File: src/rtl/if_stage.sv
// Instruction-fetch stage: owns the PC, selects next-PC, drives the inst SRAM and
// hands {pc, inst} to decode, buffering the fetched word while decode stalls.
module if_stage #(
  parameter logic [31:0] RESET_PC = 32'h1c000000
) (
  input  logic        clk,
  input  logic        resetn,
  input  logic        ds_allowin,
  input  logic        br_taken,
  input  logic [31:0] br_target,
  output logic        inst_sram_en,
  output logic        inst_sram_we,
  output logic [31:0] inst_sram_addr,
  output logic [31:0] inst_sram_wdata,
  input  logic [31:0] inst_sram_rdata,
  output logic        fs_to_ds_valid,
  output logic [31:0] fs_to_ds_pc,
  output logic [31:0] fs_to_ds_inst
);

  localparam int unsigned XLEN = 32;

  logic            fs_valid;
  logic [XLEN-1:0] fs_pc;
  logic            rd_fresh;
  logic            ibuf_valid;
  logic [XLEN-1:0] ibuf;

  logic            fs_allowin;
  logic [XLEN-1:0] nextpc;

  // Pre-IF next-PC selection; a redirect always forces the stage to accept.
  always_comb begin
    nextpc     = br_taken ? br_target : fs_pc + XLEN'(4);
    fs_allowin = !fs_valid || ds_allowin || br_taken;
  end

  assign inst_sram_en    = resetn && fs_allowin;
  assign inst_sram_we    = 1'b0;
  assign inst_sram_addr  = nextpc;
  assign inst_sram_wdata = '0;

  // A redirect squashes the wrong-path instruction currently presented.
  assign fs_to_ds_valid = fs_valid && !br_taken;
  assign fs_to_ds_pc    = fs_pc;
  assign fs_to_ds_inst  = ibuf_valid ? ibuf : inst_sram_rdata;

  // SRAM output is only trusted the cycle after an enabled read, so the first
  // stall cycle captures it into ibuf and later stall cycles keep the copy.
  always_ff @(posedge clk or negedge resetn) begin
    if (!resetn) begin
      fs_valid   <= 1'b0;
      fs_pc      <= RESET_PC - XLEN'(4);
      rd_fresh   <= 1'b0;
      ibuf_valid <= 1'b0;
      ibuf       <= '0;
    end else if (fs_allowin) begin
      fs_valid   <= 1'b1;
      fs_pc      <= nextpc;
      rd_fresh   <= 1'b1;
      ibuf_valid <= 1'b0;
    end else begin
      rd_fresh <= 1'b0;
      if (rd_fresh && !ibuf_valid) begin
        ibuf       <= inst_sram_rdata;
        ibuf_valid <= 1'b1;
      end
    end
  end

endmodule
File: config.mk
export PLATFORM = sky130hd
export DESIGN_NAME = if_stage
export DESIGN_NICKNAME = d
export VERILOG_FILES = /design/src/rtl/if_stage.sv
export SDC_FILE = /design/constraint.sdc
export NUM_CORES = 1
export LEC_CHECK = 0
export CORE_MARGIN = 2
export CORE_UTILIZATION = 46
export DETAILED_ROUTE_END_ITERATION = 6
export GPL_TIMING_DRIVEN = 0
export PLACE_DENSITY = 0.86
export SYNTH_ARGS = -nofsm -noshare
export SYNTH_HDL_FRONTEND = slang
export SYNTH_SLANG_ARGS = --single-unit
File: constraint.sdc
create_clock -name clk -period 6.8 [get_ports clk]
set_input_delay 1.7 -clock clk [delete_from_list [all_inputs] [get_ports clk]]
set_output_delay 1.7 -clock clk [all_outputs]
set_load 0.01 [all_outputs]
Word level (Yosys, flattened, before mapping)
Cells that the tools add are included.
{ "totals": {"register_bits": 67, "elab_cells": 22} }
{ "classes": {"add_sub_neg": 1, "n_mux": 5, "bitwise": 1, "n_reduce_logical": 10} }
{ "ops": {"columns": ["operator", "n"], "rows": [
  ["2-to-1 mux 32 bit", 2],
  ["adder 32 x 3 -> 32 bit, second input constant", 1],
  ["logical AND 1 bit", 3],
  ["zero test 1 bit", 3],
  ["2-to-1 mux 1 bit", 3],
  ["logical OR 1 bit", 2],
  ["AND reduction 2 bit", 1],
  ["nonzero test 2 bit", 1],
  ["inverter 1 bit", 1]
]} }

Longest topological paths before layout
{ "logic_depth": {"depth_word": 5, "ltp_mapped": 7, "ltp_nobuf": 6} }

Worst setup path before layout
OpenSTA, ideal clock, no wires.
{ "synth_timing": {"path_type": "input-to-output", "startpoint": "in br_taken", "endpoint": "out inst_sram_addr[12]", "arrival_ns": 2.687, "t_required_ns": 5.100, "slack_ns": 2.413, "path_stages": 4, "cell_sequence": "clkbuf_1 > clkbuf_1 > clkbuf_1 > o21a_1"} }
{ "synth_between": {"elab_chain_cells": 1} }
{ "synth_rtl": {"columns": ["item", "line", "source"], "rows": [
  ["start, declared", "9", "input logic br_taken,"],
  ["2-to-1 mux 32 bit", "34", "nextpc = br_taken ? br_target : fs_pc + XLEN'(4);"],
  ["end, declared", "13", "output logic [31:0] inst_sram_addr,"]
]} }
No other way between the ends.

Worst setup path in the final report
{ "layout_timing": {"startpoint": "in br_taken", "endpoint": "out inst_sram_addr[20]"} }
Same word-level chain as after synthesis.

==> results.md <==
- Run status: completed
- Wire length per cell: 16.2 µm
- CTS resizes: 0
- Startpoint Class: input pin
- Worst hold slack: 0.505 ns
- # hold bufs at CTS: 0
- Root Buffer Master: clkbuf_8
- Vias per std cell: 5.03
- Clk slew on worst S/H paths: 0.07 ns
- Filler Cell Count: 743
- Slew @ Worst Pin: 0.888 ns
- Crit Reg-Reg Endpoint: fs_to_ds_pc[29]$_DFFE_PN0N_
- CP Class: input pin to output pin
- HPWL Detailed: 9600 µm
- Area of the multi-input gates: 2550 µm²
- Clock skew: 0.0105 ns
- Unrepaired setup endpoints after global routing: false
- M1 WL: 5040 µm
- Met2 wire length: 6230 µm
- Most frequent cells in the layout: 163 x clkdlybuf4s50_1, 100 x mux2_2, 41 x dfrtp_1
- Post-CTS Setup Bufs: 0
- Largest net degree at the start of global routing: 69
- P&R area growth vs syn: 48.6%
- Mapped Area: 4530 µm²
- DRC: 0
- IO Count: 199
- Slew headroom: 40.8%
- Wire length after detailed routing: 12700 µm
- Antenna violations before repair: 0
- Port buffer count: 164
- Storage element area: 1710 µm²
- Register area share after synthesis: 37.7%
- Cell Rows: 36
- Arrival time of the worst setup path: 3.65 ns
- Max Cap Viol: 0
- CTS Buf Count: 9
- CTS tree: yes
- Clock sink count: 67
- Die Wd: 103 µm
- Max Freq: 187 MHz
- Number of global-route vias before repair: 4019
- LEAKAGE: 2.72 nW
- Min-Delay Endpoint: ibuf[21]$_DFFE_PN0P_
- Fin crit share: 78.7%
- Pwr dens: 210 nW/µm²
- Layout cells sized above 1: 28.4%
- Setup crit end kind: output pin
- Crit-path max FO: 10
- Global-route usage over all layers: 24.4%
- Total Die Area: 10700 µm²
- Starting Density: 46.8%
- Top sig layer: met4
- 1st-iter DRT viols: 140
- Worst path required time: 5.10 ns
- Clk_lat worst skew: 0.35 ns
- Global-route wire length before repair: 20000 µm
- HP Class: flop to flop
- Vias: 3943
- Count of unique library cells instantiated by Yosys: 39
- DP Worst Slack: 1.48 ns
- N_diodes: 0
- Die span in y: 103 µm
- Hold Crit Start: ibuf[21]$_DFFE_PN0P_
- Final-report hold violation count: 0
- Final core occ: 69.5%
- Detailed Routing Iterations Pass 1: 5
- R2r setup slk: 4.31 ns
- Most common cell after layout, fill and taps aside: clkdlybuf4s50_1
- Setup ws final: 1.45 ns
- GPL Wtd Cong: 0.858
- Hold depth: 1
- Mapped Cells: 439
- Cells on worst reg2reg path: 7
- Syn. warnings: 0
- Nets@finish: 715
- Pins over their slew limit: 0
- Min cycle time layout: 5.35 ns
- Finish-stage setup viols: 0
- Max VDD drop: 0.142 mV
- Gr ovfl total: 0
- H-Tree Depth: 3
- Area of the core: 9680 µm²
- Avg Cell Area, Syn: 10.3 µm²
- Antenna Nets Post-Route: 0
- FF+latch count, synth: 67
- DR WL met3: 1260 µm
- Reg2Reg Launch Point: fs_to_ds_pc[19]$_DFFE_PN1N_
- Clock Tree Buf Depth: 2
## cell families (layout without fill, tap and decap cells)
family / count (synthesis) / after routing / synth area share [%]
compound gates: 27 / 27 / 4.03
xor+xnor: 48 / 48 / 9.28
fa+ha+maj: 1 / 1 / 0.276
buf+inv: 67 / 247 / 8.54
flops: 67 / 67 / 37.7
mux: 100 / 100 / 24.9
other cells: 2 / 34 / 0.166
simple gates: 127 / 127 / 15.1
## power by group
group	total (W)	switching, W	internal [W]
clock	0.000457	0.000165	0.000291
combinational	0.000424	0.000175	0.000249
sequential	0.000530	0.0000516	0.000478
total	0.00141	0.000391	0.00102
## registers in the layout, summed over array words and instances, names as in the netlist
| register | count |
|---|---|
| ibuf | 32 |
| fs_to_ds_pc | 32 |
| ibuf_valid | 1 |
| fs_valid | 1 |
| rd_fresh | 1 |
## synth_stat cells (all sizes together)
| cell | number | area share (%) |
|---|---|---|
| mux2 | 100 | 25 |
| nand4 | 11 | 1.7 |
| a211oi | 2 | 0.33 |
| nand2b | 8 | 1.1 |
| or4 | 3 | 0.58 |
| o21ai | 7 | 0.77 |
| xor2 | 32 | 6.2 |
| nor2b | 4 | 0.55 |
| buf | 39 | 6.2 |
| and2 | 1 | 0.14 |
| and3 | 4 | 0.55 |
| dfrtp | 41 | 23 |
| nand3b | 1 | 0.17 |
| a311oi | 2 | 0.39 |
| nor2 | 19 | 1.6 |
| and4 | 3 | 0.58 |
| nor4 | 8 | 1.6 |
| inv | 5 | 0.41 |
| xnor2 | 16 | 3.1 |
| nand3 | 13 | 1.4 |
| o21a | 14 | 2.3 |
| or2 | 1 | 0.14 |
| conb | 2 | 0.17 |
| dfstp | 26 | 15 |
| or3 | 4 | 0.55 |
| clkbuf | 22 | 1.8 |
| nor3 | 21 | 2.3 |
| nand2 | 26 | 2.2 |
| a21oi | 2 | 0.22 |
| clkinv | 1 | 0.083 |
| ha | 1 | 0.28 |
## critical path, cell delays in order
cell and delay (ns):
clkbuf_1 0.29, clkbuf_1 0.46, clkbuf_1 0.44, o21a_1 0.22
clkdlybuf4s50_1 0.54
## metrics by stage
| step | TNS, ns | total power (W) | instances | area [µm²] |
|---|---|---|---|---|
| floorplan | 0 | 0.000744 | 471 | 4650 |
| CTS | 0 | 0.00142 | 784 | 6730 |
| global placement | -0.201 | 0.000945 | 768 | 6460 |
| global route | 0 | 0.00148 | 784 | 6730 |
| detailed placement | 0 | 0.000959 | 768 | 6450 |
| finish | 0 | 0.00141 | 784 | 6730 |
## layout make-up
class / instances / share of cell area, %
clock inverter: 6 / 2.03
sequential: 67 / 25.4
buffer: 61 / 5.41
multi-input combinational: 337 / 37.9
inverter: 6 / 0.335
clock buffer: 10 / 2.05
timing repair buffer: 164 / 24.4
tap: 133 / 2.47
## worst max path at each step
| stage | start | end | slack [ns] | cells past startpoint |
|---|---|---|---|---|
| 2_1_floorplan | br_taken | inst_sram_addr[12] | 2.41 | 4 |
| 3_3_place_gp | resetn | inst_sram_en | -0.20 | 3 |
| 3_5_place_dp | br_taken | inst_sram_addr[21] | 1.48 | 5 |
| 4_1_cts | br_taken | inst_sram_addr[20] | 1.44 | 5 |
| 5_1_grt | br_taken | inst_sram_addr[20] | 1.23 | 5 |
| 6_report | br_taken | inst_sram_addr[20] | 1.45 | 5 |
## layer usage
metal  track usage [%]  up-vias
met3              6.45       13
met1              29.5     1863
met5                 0        -
li1                  -     1880
met4              8.10        0
met2              42.3      187
(Power assumes the default switching activity.)
